$ cat config.mk
export PLATFORM = sky130hd
export DESIGN_NAME = reg_ctl
export DESIGN_NICKNAME = d
export VERILOG_FILES = /design/src/rtl/reg_ctl.sv
export SDC_FILE = /design/constraint.sdc
export NUM_CORES = 1
export LEC_CHECK = 0
export CAP_MARGIN = 30
export CORE_MARGIN = 8
export CORE_UTILIZATION = 40
export DETAILED_ROUTE_END_ITERATION = 8
export GPL_TIMING_DRIVEN = 0
export PLACE_DENSITY_LB_ADDON = 0.05
export SLEW_MARGIN = 20
export SYNTH_ARGS = -nofsm -noshare
export SYNTH_HDL_FRONTEND = slang
export SYNTH_SLANG_ARGS = --single-unit
$ cat constraint.sdc
create_clock -name clk_i -period 6.6 [get_ports clk_i]
set_input_delay 0.66 -clock clk_i [delete_from_list [all_inputs] [get_ports clk_i]]
set_output_delay 0.66 -clock clk_i [all_outputs]
set_load 0.02 [all_outputs]
$ cat src/rtl/reg_ctl.sv
// SPI command parser driving the register file read and write ports.
// First byte of a frame is the command; following bytes are write payload or read clocks.
module reg_ctl #(
  parameter int RD_ADDR_MAX = 19
) (
  input  logic        clk_i,
  input  logic        rst_n_i,
  input  logic        spi_cs_n_i,
  input  logic        spi_byte_vld_i,
  input  logic [7:0]  spi_byte_data_i,
  output logic [7:0]  spi_byte_data_o,
  output logic [4:0]  reg_rd_addr_o,
  input  logic [7:0]  reg_rd_data_i,
  output logic        reg_wr_en_o,
  output logic [2:0]  reg_wr_addr_o,
  output logic [95:0] reg_wr_data_o
);

  localparam logic [4:0] RD_MAX = 5'(RD_ADDR_MAX);

  typedef enum logic [1:0] {
    IDLE    = 2'd0,
    WR_DATA = 2'd1,
    RD_DATA = 2'd2,
    HOLD    = 2'd3
  } state_t;

  state_t      state_r;
  state_t      state_nxt_s;
  logic [3:0]  cnt_r;
  logic [2:0]  wr_addr_r;
  logic [95:0] wr_buf_r;
  logic [95:0] wr_buf_nxt_s;
  logic        rd_load_r;
  logic [3:0]  last_idx_s;
  logic        cmd_wr_s;
  logic        cmd_rd_s;
  logic        pay_s;
  logic        last_s;
  logic        rd_step_s;
  logic [4:0]  rd_start_s;
  logic [4:0]  rd_inc_s;

  // Next-state decode; a deselect overrides everything, including a coincident strobe.
  always_comb begin
    state_nxt_s = state_r;
    cmd_wr_s    = 1'b0;
    cmd_rd_s    = 1'b0;
    pay_s       = 1'b0;
    last_s      = 1'b0;
    rd_step_s   = 1'b0;
    if (wr_addr_r[2]) begin
      last_idx_s = 4'd11;
    end else begin
      last_idx_s = 4'd0;
    end
    if (spi_cs_n_i) begin
      state_nxt_s = IDLE;
    end else begin
      case (state_r)
        IDLE: begin
          if (spi_byte_vld_i) begin
            if (spi_byte_data_i[7]) begin
              cmd_wr_s    = 1'b1;
              state_nxt_s = WR_DATA;
            end else begin
              cmd_rd_s    = 1'b1;
              state_nxt_s = RD_DATA;
            end
          end else begin
            state_nxt_s = IDLE;
          end
        end
        WR_DATA: begin
          if (spi_byte_vld_i) begin
            pay_s = 1'b1;
            if (cnt_r == last_idx_s) begin
              last_s      = 1'b1;
              state_nxt_s = HOLD;
            end else begin
              state_nxt_s = WR_DATA;
            end
          end else begin
            state_nxt_s = WR_DATA;
          end
        end
        RD_DATA: begin
          if (spi_byte_vld_i) begin
            rd_step_s = 1'b1;
          end else begin
            rd_step_s = 1'b0;
          end
        end
        HOLD: begin
          state_nxt_s = HOLD;
        end
        default: begin
          state_nxt_s = IDLE;
        end
      endcase
    end
  end

  // Payload merge into the shadow buffer and read address arithmetic.
  always_comb begin
    wr_buf_nxt_s = wr_buf_r;
    if (pay_s) begin
      wr_buf_nxt_s[{cnt_r, 3'b000} +: 8] = spi_byte_data_i;
    end else begin
      wr_buf_nxt_s = wr_buf_r;
    end
    if (spi_byte_data_i[4:0] > RD_MAX) begin
      rd_start_s = 5'd0;
    end else begin
      rd_start_s = spi_byte_data_i[4:0];
    end
    if (reg_rd_addr_o >= RD_MAX) begin
      rd_inc_s = 5'd0;
    end else begin
      rd_inc_s = reg_rd_addr_o + 5'd1;
    end
  end

  // State register.
  always_ff @(posedge clk_i or negedge rst_n_i) begin
    if (!rst_n_i) begin
      state_r <= IDLE;
    end else begin
      state_r <= state_nxt_s;
    end
  end

  // Write path: payload collection, then a single strobe with the assembled word.
  always_ff @(posedge clk_i or negedge rst_n_i) begin
    if (!rst_n_i) begin
      cnt_r         <= 4'd0;
      wr_addr_r     <= 3'd0;
      wr_buf_r      <= 96'd0;
      reg_wr_en_o   <= 1'b0;
      reg_wr_addr_o <= 3'd0;
      reg_wr_data_o <= 96'd0;
    end else begin
      reg_wr_en_o <= last_s;
      if (cmd_wr_s) begin
        wr_addr_r <= spi_byte_data_i[2:0];
        cnt_r     <= 4'd0;
        wr_buf_r  <= 96'd0;
      end else if (pay_s) begin
        wr_buf_r <= wr_buf_nxt_s;
        cnt_r    <= cnt_r + 4'd1;
      end
      if (last_s) begin
        reg_wr_addr_o <= wr_addr_r;
        reg_wr_data_o <= wr_buf_nxt_s;
      end
    end
  end

  // Read path: address updates one cycle after a strobe, output byte one cycle later.
  always_ff @(posedge clk_i or negedge rst_n_i) begin
    if (!rst_n_i) begin
      reg_rd_addr_o   <= 5'd0;
      rd_load_r       <= 1'b0;
      spi_byte_data_o <= 8'h00;
    end else begin
      rd_load_r <= cmd_rd_s | rd_step_s;
      if (cmd_rd_s) begin
        reg_rd_addr_o <= rd_start_s;
      end else if (rd_step_s) begin
        reg_rd_addr_o <= rd_inc_s;
      end
      if (rd_load_r) begin
        spi_byte_data_o <= reg_rd_data_i;
      end
    end
  end

endmodule

==> flow_metrics.tcl <==
set metrics [dict create \
    grt_pass1_vias 7329 \
    worstSetupStartpointType "input pin" \
    postSynthCellCount 852 \
    synth_seq_cells 219 \
    place.gp.congestion 0.871 \
    synthToLayoutAreaGrowth_pct 28.1 \
    grt.overflow.total 0 \
    grt_pass1_wl_um 43700 \
    worstMarginPinSlew_ps 908 \
    setup_violations 0 \
    cts_sinks 219 \
    ioPinCount 133 \
    drt_iter0_markers 497 \
    slew_viol_final 0 \
    synth_ff_type "dfrtp_1" \
    post-cts-setup-buffer-count 0 \
    worst_slack_ps 3330 \
    clock_skew_ps 13.7 \
    drt_first_pass_iters 6 \
    synthTopCellsByCount "219 x dfrtp_1, 97 x nor2_1, 61 x nand3_1, 55 x nand2_1, 51 x a21oi_1" \
    finalNonFillerCells 1347 \
    synthTopCellsByArea "dfrtp_1 58%, mux2_2 5.1%, nor2_1 3.9%" \
    portBuffers 128 \
    die_area_mm2 0.0287 \
    fmax_ghz 0.306 \
    min_period_over_period_pct 49.6 \
    yosysMostFrequentCell "dfrtp_1" \
    fp.dieH_um 169 \
    min_path_type "in2async" \
    reg2reg_from "cnt_r[0]$_DFFE_PN0P_" \
    synth_cell_type_count 55 \
    slowest_stage "clkbuf_1" \
    drc_errors 0 \
    cp-startpoint "spi_cs_n_i" \
    synth.net_count 876 \
    via_per_inst 5.43 \
    dp.final_hpwl_um 19000 \
    worstPathRequired_ps 6970 \
    vdd_drop_max_v 0.000218 \
    synth_area_mm2 0.00941 \
    cts_hold_buf 0 \
    clk_latency_ps 530 \
    yosysSeqAreaShare_pct 58.3 \
    routed_wl_um 27800 \
    synth_edf_count 0 \
    syn_avg_cell_area_um2 11.0 \
    synth.top_cell.area_share_pct 58.3 \
    rsz0062_at_grt "false" \
    cts.repair.resized 0 \
    slew_headroom_pct 39.5 \
    r2r_cells 9 \
    ant_nets 0 \
    cp.arrival_ps 3640 \
    fin_crit_ps 3270 \
    cap_violations 0 \
    cp_max_fo 10 \
    cts_tree "built" \
    dpl-instance-area_mm2 0.0112 \
    outcome "finished clean" \
    clock-root-buffer "clkbuf_16" \
    design_area_mm2 0.0121 \
    antenna_found_initial 0 \
    num_vias 7308 \
    die_w_um 169 \
    leakagePower_nw 5.20 \
    max_stage_delay_ps 700 \
    numCtsBuffers 25 \
    async_flop_share_pct 100 \
    initial_core_util_pct 40.4 \
    yosysTopAreaCell "dfrtp_1" \
    ys_warn_count 0 \
    track_usage_pct 19.3 \
    drt-wirelength-per-cell_um 20.6 \
    rows 56 \
    timing.final.hold_violations 0 \
    layout-drive-gt1-share_pct 14.0 \
    dpl.cell_count 1302 \
    crit_chain "clkdlybuf4s50_1, or3b_2, nor2_1, clkbuf_1, clkbuf_1, a21oi_1" \
    grt_max_degree 87 \
    cp-end-kind "flop" \
    crit_type "in2reg" \
    r2r_setup_slack_ps 3540 \
    cts_max_level 1 \
    path_clk_slew_ps 60 \
    nNetsFinal 1034 \
    r2r-end "reg_wr_data_o[76]$_DFFE_PN0P_" \
    p_per_area_mw_per_mm2 379 \
    preCtsSetupSlack_ps 2840 \
    diodes 0 \
    crit_top_cell "clkbuf_1" \
    clk_path_buf_depth 3 \
    total_power_mw 4.57 \
    core_mm2 0.0233 \
]
## through the flow
step | hold WS, ps | TNS, ps | util [%]
after floorplan | 364 | 0 | -
after CTS | 49.7 | 0 | 51.8
after global placement | 464 | -1071160 | 47.7
final | 31.7 | 0 | 51.8
after detailed placement | 470 | 0 | 48.0
after global routing | 72.2 | 0 | 51.8
## kinds of logic (layout without fill, tap and decap cells)
family	Yosys count	after routing	synth area share, %
flip-flops	219	219	58.3
AND/OR/NAND/NOR	269	269	13.7
AO/OA/AOI/OAI	214	214	15.5
adder cells (fa/ha/maj)	4	4	0.532
XOR/XNOR	3	3	0.279
buffers and inverters	73	249	3.67
multiplexers	70	70	8.02
## worst max-delay path, delay by kind of cell
family,cells,cell delay [ps]
simple gates,2,1070
compound gates,1,100
buf+inv,3,1810
## worst max path at each step
stage	endpoint	cells after the start	slack, ps
4_1_cts	wr_buf_r[30]$_DFFE_PN0P_	6	3370
2_1_floorplan	reg_wr_data_o[51]$_DFFE_PN0P_	10	4210
5_1_grt	wr_buf_r[30]$_DFFE_PN0P_	6	3220
3_3_place_gp	reg_wr_data_o[39]$_DFFE_PN0P_	1	-4910
3_5_place_dp	wr_buf_r[72]$_DFFE_PN0P_	6	2840
6_report	wr_buf_r[30]$_DFFE_PN0P_	6	3330
## routing by layer
layer  GRT usage, %  part of all wire [%]  vias up
met5              0                     0        -
met4           4.23                   2.0        0
met3           3.65                   6.2       40
met2           30.1                    45      205
met1           27.4                    47     3662
li1               -                     -     3401
## layout make-up
| class | instances | area (um^2) |
|---|---|---|
| Clock buffer | 38 | 754 |
| Clock inverter | 7 | 141 |
| Tap cell | 319 | 399 |
| Multi-Input combinational cell | 560 | 3590 |
| Buffer | 69 | 330 |
| Timing Repair Buffer | 131 | 1350 |
| Inverter | 4 | 15.0 |
| Sequential cell | 219 | 5480 |
| Fill cell | 2169 | 11200 |
## state kept, by name (all words and copies together) (netlist names)
| signal | flops |
|---|---|
| reg_wr_addr_o | 3 |
| rd_load_r | 1 |
| reg_rd_addr_o | 5 |
| spi_byte_data_o | 8 |
| cnt_r | 4 |
| reg_wr_data_o | 96 |
| reg_wr_en_o | 1 |
| wr_buf_r | 96 |
| state_r | 2 |
| wr_addr_r | 3 |
## cells in the final DEF, fill, tap and decap left out, types with 4 or more instances in the layout
master,instances
buf_1,7
a21bo_2,14
clkbuf_1,39
clkdlybuf4s50_1,127
nand2_1,55
a32o_1,11
nand4_1,10
a21oi_2,5
nor3_1,8
o211ai_1,21
mux2_2,43
dfrtp_1,219
clkbuf_16,25
o21ai_0,33
a22o_1,23
clkbuf_8,8
nand3_1,61
ha_1,4
mux2i_1,27
nor2_1,97
buf_2,24
bufinv_16,4
and2_1,7
or4_1,5
inv_1,4
a21oi_1,51
a31oi_1,41
## power by group
| part | leakage [nW] | internal, mW | total [mW] | switching, mW |
|---|---|---|---|---|
| combinational | 1.87 | 0.592 | 1.31 | 0.716 |
| sequential | 2.89 | 1.59 | 1.77 | 0.173 |
| clock | 0.437 | 0.941 | 1.49 | 0.553 |
Note: power is estimated with default switching activity, not from simulation.
